`src/rtl/ram_ctrl_pkg.sv`:
```
// Shared definitions for the wishbone-to-SRAM RAM controllers:
// data/select widths, controller FSM states and interconnect bus records.
package ram_ctrl_pkg;

  localparam int unsigned RAM_DATA_BITS = 64;
  localparam int unsigned RAM_SEL_BITS  = 8;
  localparam int unsigned WB_ADR_BITS   = 29;

  typedef enum logic {
    ST_CLEAR,
    ST_RUN
  } state_t;

  typedef struct packed {
    logic                     cyc;
    logic                     stb;
    logic                     we;
    logic [RAM_SEL_BITS-1:0]  sel;
    logic [WB_ADR_BITS-1:0]   adr;
    logic [RAM_DATA_BITS-1:0] dat;
  } wb_req_t;

  typedef struct packed {
    logic [RAM_DATA_BITS-1:0] dat;
    logic                     ack;
    logic                     stall;
  } wb_rsp_t;

endpackage

```
`src/rtl/ram512_wb_ctrl_if.sv`:
```
// Pipelined wishbone bus between the interconnect (master) and a RAM
// controller (slave).
interface ram512_wb_ctrl_if
  import ram_ctrl_pkg::*;
#(
  parameter int unsigned ADR_BITS = 29
) ();

  logic                     wb_cyc;
  logic                     wb_stb;
  logic                     wb_we;
  logic [RAM_SEL_BITS-1:0]  wb_sel;
  logic [ADR_BITS-1:0]      wb_adr;
  logic [RAM_DATA_BITS-1:0] wb_dat_w;
  logic [RAM_DATA_BITS-1:0] wb_dat_r;
  logic                     wb_ack;
  logic                     wb_stall;

  modport master (
    output wb_cyc, wb_stb, wb_we, wb_sel, wb_adr, wb_dat_w,
    input  wb_dat_r, wb_ack, wb_stall
  );

  modport slave (
    input  wb_cyc, wb_stb, wb_we, wb_sel, wb_adr, wb_dat_w,
    output wb_dat_r, wb_ack, wb_stall
  );

endinterface

```
`src/rtl/ram512_wb_ctrl.sv`:
```
// Wishbone pipelined slave driving one 512x64 byte-writable SRAM port.
// Each accepted strobe becomes a single-cycle SRAM access; the ack follows
// one cycle later and carries the SRAM's registered read data.
// Optional macro RAM512_CLEAR_EN: after reset, zero every word of the SRAM
// (bus stalled) before entering normal operation.
module ram512_wb_ctrl
  import ram_ctrl_pkg::*;
#(
  parameter int unsigned BITS     = 9,
  parameter int unsigned ADR_BITS = 29
) (
  input  logic                     CLK,
  input  logic                     RST,
  ram512_wb_ctrl_if.slave          wb,
  output logic                     ram_en,
  output logic [RAM_SEL_BITS-1:0]  ram_we,
  output logic [BITS-1:0]          ram_a,
  output logic [RAM_DATA_BITS-1:0] ram_di,
  input  logic [RAM_DATA_BITS-1:0] ram_do
);

  logic            w_acc;
  logic            w_stall;
  logic            w_clear;
  logic [BITS-1:0] w_clr_a;
  logic            r_pend;
  logic            w_unused_adr;

  // Upper doubleword address bits alias onto the same SRAM words.
  assign w_unused_adr = ^wb.wb_adr[ADR_BITS-1:BITS];

`ifdef RAM512_CLEAR_EN
  state_t          r_state;
  state_t          w_state_nxt;
  logic [BITS-1:0] r_cnt;

  // FSM state register: reset always restarts the clear sweep.
  always_ff @(posedge CLK or posedge RST) begin
    if (RST) r_state <= ST_CLEAR;
    else     r_state <= w_state_nxt;
  end

  // Clear address counter, advancing once per clear cycle.
  always_ff @(posedge CLK or posedge RST) begin
    if (RST)                     r_cnt <= '0;
    else if (r_state == ST_CLEAR) r_cnt <= r_cnt + BITS'(1);
  end

  // Next state: leave CLEAR after the last word has been written.
  always_comb begin
    w_state_nxt = r_state;
    w_clear     = 1'b0;
    if (r_state == ST_CLEAR) begin
      w_clear = 1'b1;
      if (r_cnt == '1) w_state_nxt = ST_RUN;
    end
  end

  assign w_clr_a = r_cnt;
`else
  assign w_clear = 1'b0;
  assign w_clr_a = '0;
`endif

  assign w_stall     = w_clear;
  assign wb.wb_stall = w_stall;
  assign w_acc       = wb.wb_cyc & wb.wb_stb & ~w_stall;

  // SRAM port drive: clear sweep or the accepted request, idle under reset.
  always_comb begin
    ram_en = 1'b0;
    ram_we = '0;
    ram_a  = wb.wb_adr[BITS-1:0];
    ram_di = wb.wb_dat_w;
    if (w_clear) begin
      ram_a  = w_clr_a;
      ram_di = '0;
    end
    if (!RST) begin
      if (w_clear) begin
        ram_en = 1'b1;
        ram_we = '1;
      end else if (w_acc) begin
        ram_en = 1'b1;
        if (wb.wb_we) ram_we = wb.wb_sel;
      end
    end
  end

  // Ack-pending flag: one per accepted request, dropped by reset.
  always_ff @(posedge CLK or posedge RST) begin
    if (RST) r_pend <= 1'b0;
    else     r_pend <= w_acc;
  end

  // Dropping wb_cyc in the ack cycle aborts the ack, not the SRAM access.
  assign wb.wb_ack   = r_pend & wb.wb_cyc;
  assign wb.wb_dat_r = wb.wb_ack ? ram_do : '0;

endmodule

```
`src/flat_wrapper.sv`:
```
// flat-port wrapper written by rule: the top's interface ports become plain ports
module ram512_wb_ctrl_flat import ram_ctrl_pkg::*;
#(
  parameter int unsigned BITS     = 9,
  parameter int unsigned ADR_BITS = 29
)
  (CLK, RST, ram_en, ram_we, ram_a, ram_di, ram_do, wb_wb_cyc, wb_wb_stb, wb_wb_we, wb_wb_sel, wb_wb_adr, wb_wb_dat_w, wb_wb_dat_r, wb_wb_ack, wb_wb_stall);
  ram512_wb_ctrl_if #(.ADR_BITS(ADR_BITS)) wb_i ();
  input  logic CLK;
  input  logic RST;
  output logic ram_en;
  output logic [RAM_SEL_BITS-1:0] ram_we;
  output logic [BITS-1:0] ram_a;
  output logic [RAM_DATA_BITS-1:0] ram_di;
  input  logic [RAM_DATA_BITS-1:0] ram_do;
  input wire logic [$bits(wb_i.wb_cyc)-1:0] wb_wb_cyc;
  input wire logic [$bits(wb_i.wb_stb)-1:0] wb_wb_stb;
  input wire logic [$bits(wb_i.wb_we)-1:0] wb_wb_we;
  input wire logic [$bits(wb_i.wb_sel)-1:0] wb_wb_sel;
  input wire logic [$bits(wb_i.wb_adr)-1:0] wb_wb_adr;
  input wire logic [$bits(wb_i.wb_dat_w)-1:0] wb_wb_dat_w;
  output wire logic [$bits(wb_i.wb_dat_r)-1:0] wb_wb_dat_r;
  output wire logic [$bits(wb_i.wb_ack)-1:0] wb_wb_ack;
  output wire logic [$bits(wb_i.wb_stall)-1:0] wb_wb_stall;
  assign wb_i.wb_cyc = wb_wb_cyc;
  assign wb_i.wb_stb = wb_wb_stb;
  assign wb_i.wb_we = wb_wb_we;
  assign wb_i.wb_sel = wb_wb_sel;
  assign wb_i.wb_adr = wb_wb_adr;
  assign wb_i.wb_dat_w = wb_wb_dat_w;
  assign wb_wb_dat_r = wb_i.wb_dat_r;
  assign wb_wb_ack = wb_i.wb_ack;
  assign wb_wb_stall = wb_i.wb_stall;
  ram512_wb_ctrl #(.BITS(BITS), .ADR_BITS(ADR_BITS)) u_core (.CLK(CLK), .RST(RST), .wb(wb_i), .ram_en(ram_en), .ram_we(ram_we), .ram_a(ram_a), .ram_di(ram_di), .ram_do(ram_do));
endmodule
```
`config.mk`:
```
export PLATFORM = sky130hd
export DESIGN_NAME = ram512_wb_ctrl_flat
export DESIGN_NICKNAME = d
export VERILOG_FILES = /design/src/rtl/ram_ctrl_pkg.sv /design/src/rtl/ram512_wb_ctrl_if.sv /design/src/rtl/ram512_wb_ctrl.sv /design/src/flat_wrapper.sv
export SDC_FILE = /design/constraint.sdc
export NUM_CORES = 1
export LEC_CHECK = 0
export CAP_MARGIN = 20
export CORE_AREA = 2 2 122 124
export CTS_BUF_LIST = sky130_fd_sc_hd__clkbuf_4 sky130_fd_sc_hd__clkbuf_8 sky130_fd_sc_hd__clkbuf_16
export DETAILED_ROUTE_END_ITERATION = 12
export DIE_AREA = 0 0 124 126
export PLACE_DENSITY = 0.56
export RECOVER_POWER = 25
export SLEW_MARGIN = 20
export SYNTH_ARGS = -nofsm -noshare
export SYNTH_HDL_FRONTEND = slang
export SYNTH_SLANG_ARGS = --single-unit
```
`constraint.sdc`:
```
create_clock -name CLK -period 1.7 [get_ports CLK]
set_input_delay 0.255 -clock CLK [delete_from_list [all_inputs] [get_ports CLK]]
set_output_delay 0.255 -clock CLK [all_outputs]
set_load 0.005 [all_outputs]
```
## After elaboration in Yosys (flattened, before gate mapping)

Index checks and enable logic that the tools add are counted.
W data, S select, Z words.

- $add $sub $neg: 0
- $mul: 0
- Div/mod/pow operators: 0
- $lt $le $gt $ge: 0
- Equal/unequal tests: 0
- Shift-type cells: 0
- Muxes and demuxes: 6
- Bitwise logic cells: 2
- Reductions and logical operators: 0

Operator list:

| cell | number |
|---|---|
| $mux W64 | 1 |
| $mux W8 | 3 |
| $and A1 B1 Y1 | 2 |
| $mux W1 | 2 |

- Register bits after elaboration: 1
- Bits in latches: 0
- Memory bits (writable): 0
- Memory bits (read-only): 0
- Bits of input ports: 170
- Logic and storage cells: 9
- Memories kept: 0

## Depth between registers and ports, before layout

- Depth after elaboration: 3
- Depth in mapped cells: 3
- Mapped depth without buffers: 2

## Worst setup path after synthesis

Ideal clock, no wire load.

- Kind: register to output
- From: register u_core.r_pend
- To: output port wb_wb_dat_r[14]
- Arrival: 825 ps
- Path slack: 620 ps
- Stages on the path, launching flop included: 4
- Buffers on the path: 2
- Cells stage by stage: dfrtp_1 -> buf_4 -> buf_2 -> and3_1

- Word-level cells in the longest chain between the ends: 2

Ends and longest elaborated chain:

| element | RTL line | source |
|---|---|---|
| start, declared | ram512_wb_ctrl.sv:26 | `logic r_pend;` |
| start signal, assigned | ram512_wb_ctrl.sv:93 | `else r_pend <= w_acc;` |
| $and A1 B1 Y1 | ram512_wb_ctrl.sv:97 | `assign wb.wb_ack = r_pend & wb.wb_cyc;` |
| $mux W64 | ram512_wb_ctrl.sv:98 | `assign wb.wb_dat_r = wb.wb_ack ? ram_do : '0;` |
| end, declared | flat_wrapper.sv:22 | `output wire logic [$bits(wb_i.wb_dat_r)-1:0] wb_wb_dat_r;` |

No other way between the ends.

## Final worst setup path

- From: input port wb_wb_we
- To: output port ram_we[7]

- Word-level cells in the longest chain between the ends: 3

Ends and longest elaborated chain:

| element | RTL line | source |
|---|---|---|
| start, declared | flat_wrapper.sv:18 | `input wire logic [$bits(wb_i.wb_we)-1:0] wb_wb_we;` |
| $mux W8 | ram512_wb_ctrl.sv:85 | `if (wb.wb_we) ram_we = wb.wb_sel;` |
| $mux W8 | ram512_wb_ctrl.sv:83 | `end else if (w_acc) begin` |
| $mux W8 | ram512_wb_ctrl.sv:79 | `if (!RST) begin` |
| end, declared | flat_wrapper.sv:12 | `output logic [RAM_SEL_BITS-1:0] ram_we;` |

No other way between the ends.

==> impl_metrics.xml <==
<?xml version="1.0" encoding="UTF-8"?>
<metrics>
  <group name="run_status">
    <metric name="run_status" unit="">finished clean</metric>
  </group>
  <group name="layout">
    <metric name="drive_above_1_share" unit="%">6.38</metric>
    <metric name="multiInputGateArea" unit="sq um">492</metric>
    <metric name="largest_register_ff_count" unit="">1</metric>
    <metric name="regMostFlops" unit="">u_core.r_pend</metric>
    <metric name="diodes" unit="">0</metric>
    <metric name="finalNonFillerCells" unit="">419</metric>
    <metric name="final.fill_count" unit="">1617</metric>
    <metric name="nNetsFinal" unit="">407</metric>
    <metric name="biggest_regs" unit="">u_core.r_pend x1</metric>
    <metric name="area.sequential" unit="sq um">25.0</metric>
    <metric name="flow.area_growth_from_synthesis" unit="%">98.4</metric>
  </group>
  <group name="critical_path">
    <metric name="timing.critical_path.arrival" unit="ps">1400</metric>
    <metric name="critical_path.cell_chain" unit="">clkdlybuf4s50_1 -&gt; and4b_4 -&gt; buf_4 -&gt; and2_1 -&gt; dlygate4sd2_1</metric>
    <metric name="cp_num_buf_inv" unit="">3</metric>
    <metric name="worstSetupPathType" unit="">input port to output port</metric>
    <metric name="cp-end-kind" unit="">output port</metric>
    <metric name="family_with_the_most_delay_on_the_worst_path" unit="">buffers and inverters</metric>
    <metric name="slowest_stage_cell_on_the_critical_path" unit="">sky130_fd_sc_hd__clkdlybuf4s50_1</metric>
    <metric name="start_kind" unit="">input port</metric>
    <metric name="critical_path.startpoint" unit="">wb_wb_we</metric>
    <metric name="critPathMaxStageDelay" unit="ps">470</metric>
    <metric name="cp.depth" unit="">5</metric>
    <metric name="worst_ep_required_time" unit="ps">1440</metric>
    <metric name="worstSetupEndpoint" unit="">ram_we[7]</metric>
    <metric name="crit_fanout" unit="">2</metric>
  </group>
  <group name="grt">
    <metric name="first_global_vias" unit="">1393</metric>
    <metric name="grt.total_usage" unit="%">5.15</metric>
    <metric name="overflow" unit="">0</metric>
    <metric name="grt_start_max_net_pins" unit="">36</metric>
    <metric name="initial_antenna_violation_count" unit="">0</metric>
    <metric name="grt_pass1_wl" unit="um">6580</metric>
  </group>
  <group name="sta">
    <metric name="final_min_period_over_clock_period" unit="%">97.5</metric>
    <metric name="grt_setup_unrepaired" unit="">no</metric>
    <metric name="fmaxAchievable" unit="MHz">604</metric>
    <metric name="endpoints_failing_hold" unit="">0</metric>
    <metric name="timing_max_transition_violations_final" unit="">0</metric>
    <metric name="setup_violations" unit="">0</metric>
    <metric name="min_clock_period_post_route" unit="ps">1660</metric>
  </group>
  <group name="die">
    <metric name="dieArea" unit="sq mm">0.0156</metric>
    <metric name="placementRows" unit="">44</metric>
    <metric name="placeableCoreArea" unit="sq mm">0.0143</metric>
    <metric name="initial_core_util" unit="%">8.21</metric>
    <metric name="io_pins" unit="">318</metric>
    <metric name="die_y" unit="um">126</metric>
    <metric name="die_width" unit="um">124</metric>
  </group>
  <group name="power_and_ir_drop">
    <metric name="seq_power_share" unit="%">7.2</metric>
    <metric name="power_frac_comb" unit="%">92.8</metric>
    <metric name="p_clk_share" unit="%">0</metric>
    <metric name="p_total" unit="mW">0.383</metric>
    <metric name="power.density_cell_area" unit="mW/mm^2">164</metric>
    <metric name="leakagePower" unit="nW">1.05</metric>
    <metric name="cell_internal_pwr" unit="mW">0.287</metric>
    <metric name="switchingPower" unit="mW">0.0965</metric>
    <metric name="ir_worst_vdd" unit="V">0.000103</metric>
    <metric name="power.share.switching" unit="%">25.2</metric>
  </group>
  <group name="yosys">
    <metric name="ys.warnings.count" unit="">0</metric>
    <metric name="netlist-cell-type-count" unit="">12</metric>
    <metric name="synthCells" unit="">167</metric>
    <metric name="portion_of_the_post_synthesis_area_used_by_sequential_elements" unit="%">2.13</metric>
    <metric name="ys_ff_latch" unit="">1</metric>
    <metric name="synthesis.area_per_instance" unit="sq um">7.04</metric>
    <metric name="synthesis.nets" unit="">337</metric>
    <metric name="post_synth_instance_area" unit="sq mm">0.00117</metric>
  </group>
  <group name="detailed_routing">
    <metric name="route.detailed.drc" unit="">0</metric>
    <metric name="vias" unit="">1327</metric>
    <metric name="dr.first_iter.drc_count" unit="">8</metric>
    <metric name="detailedRoute.firstPassIterationCount" unit="">2</metric>
    <metric name="wirelength" unit="um">4540</metric>
    <metric name="via_per_inst" unit="">3.17</metric>
    <metric name="wl_per_cell" unit="um">10.8</metric>
    <metric name="antenna_violating_nets_post_route" unit="">0</metric>
  </group>
  <group name="place">
    <metric name="placedCellCount" unit="">417</metric>
    <metric name="post-dp-hpwl" unit="um">3960</metric>
    <metric name="gpl.final_weighted_congestion" unit="">0.694</metric>
    <metric name="io_buf_count" unit="">150</metric>
  </group>
  <group name="clocking">
    <metric name="holdBufCountCts" unit="">0</metric>
    <metric name="clk_pin_slew_worst_paths" unit="ps">0</metric>
  </group>
  <group name="worst_hold_path">
    <metric name="hold_path_class" unit="">input port to async pin</metric>
  </group>
  <group name="run">
    <metric name="maxCapViolations" unit="">0</metric>
  </group>
</metrics>
cells by family after synthesis:
kind of cell	Yosys count	share of synthesized area, %
flops	1	2.13
simple gates	76	41.3
buf+inv	89	56.2
other cells	1	0.319
layout by cell type, fill, tap and decap left out:
cell	netlist	layout
sky130_fd_sc_hd__clkdlybuf4s50_1	0	138
sky130_fd_sc_hd__and3_1	64	64
sky130_fd_sc_hd__and2_1	10	9
sky130_fd_sc_hd__clkdlybuf4s15_2	0	3
sky130_fd_sc_hd__buf_12	0	3
sky130_fd_sc_hd__and2_4	1	2
sky130_fd_sc_hd__dlygate4sd2_1	0	2
sky130_fd_sc_hd__clkdlybuf4s15_1	0	2
sky130_fd_sc_hd__clkbuf_2	2	2
sky130_fd_sc_hd__buf_6	5	2
sky130_fd_sc_hd__inv_1	1	1
sky130_fd_sc_hd__and4b_4	1	1
sky130_fd_sc_hd__conb_1	1	1
sky130_fd_sc_hd__clkdlybuf4s25_1	0	1
sky130_fd_sc_hd__buf_2	4	1
sky130_fd_sc_hd__dlymetal6s2s_1	0	1
sky130_fd_sc_hd__buf_4	75	1
sky130_fd_sc_hd__dfrtp_1	1	1
cell type report:
| cell class | count | area share [%] |
|---|---|---|
| timing repair buffer | 156 | 67.8 |
| multi-input combinational | 77 | 21.1 |
| tap | 184 | 9.88 |
| sequential | 1 | 1.07 |
| inverter | 1 | 0.161 |
Yosys cell counts, drive strengths merged:
cell	n	area (sq um)
buf	84	639
and3	64	400
and2	11	71.3
clkbuf	4	17.5
and4b	1	13.8
conb	1	3.75
dfrtp	1	25.0
inv	1	3.75
worst min path at each step:
stage / start / end / slack (ps) / depth (start not counted)
after floorplan: RST / u_core.r_pend / -10 / 1
after global placement: RST / u_core.r_pend / 440 / 2
after detailed placement: RST / u_core.r_pend / 430 / 2
after CTS: RST / u_core.r_pend / 430 / 2
after global routing: RST / u_core.r_pend / 280 / 2
final: RST / u_core.r_pend / 250 / 2
metrics by stage:
stage | utilization [%] | setup WS (ps) | TNS [ps] | area [sq um] | hold WS, ps
CTS | 16.2 | -8.42 | -8.42 | 2320 | 434
global route | 16.3 | 3.14 | 0 | 2330 | 279
finish | 16.3 | 43.3 | 0 | 2330 | 249
floorplan | - | 620 | 0 | 1170 | -11.2
global placement | 16.2 | -227 | -1860 | 2310 | 440
detailed placement | 16.2 | -228 | -1850 | 2310 | 434
metal layers:
metal  wire length (um)  GRT usage, %
met1               1500          4.83
met2               2340          10.3
met3                517          1.22
met4                179          2.05
met5                  0             0
power groups by stage:
stage	Combinational (mW)	Clock, mW	Sequential, mW
after global placement	0.355	0	0.0276
after detailed placement	0.359	0	0.0277
after global routing	0.385	0	0.0277
final	0.356	0	0.0275
after CTS	0.360	0	0.0277
after floorplan	0.228	0	0.0259
repair_timing:
action / in CTS / in global routing
setup endpoints to repair: 10 / 7
pin swaps: 0 / 1
buffers inserted: 1 / 1
gates resized for setup: 20 / 6
(Power assumes the default switching activity.)
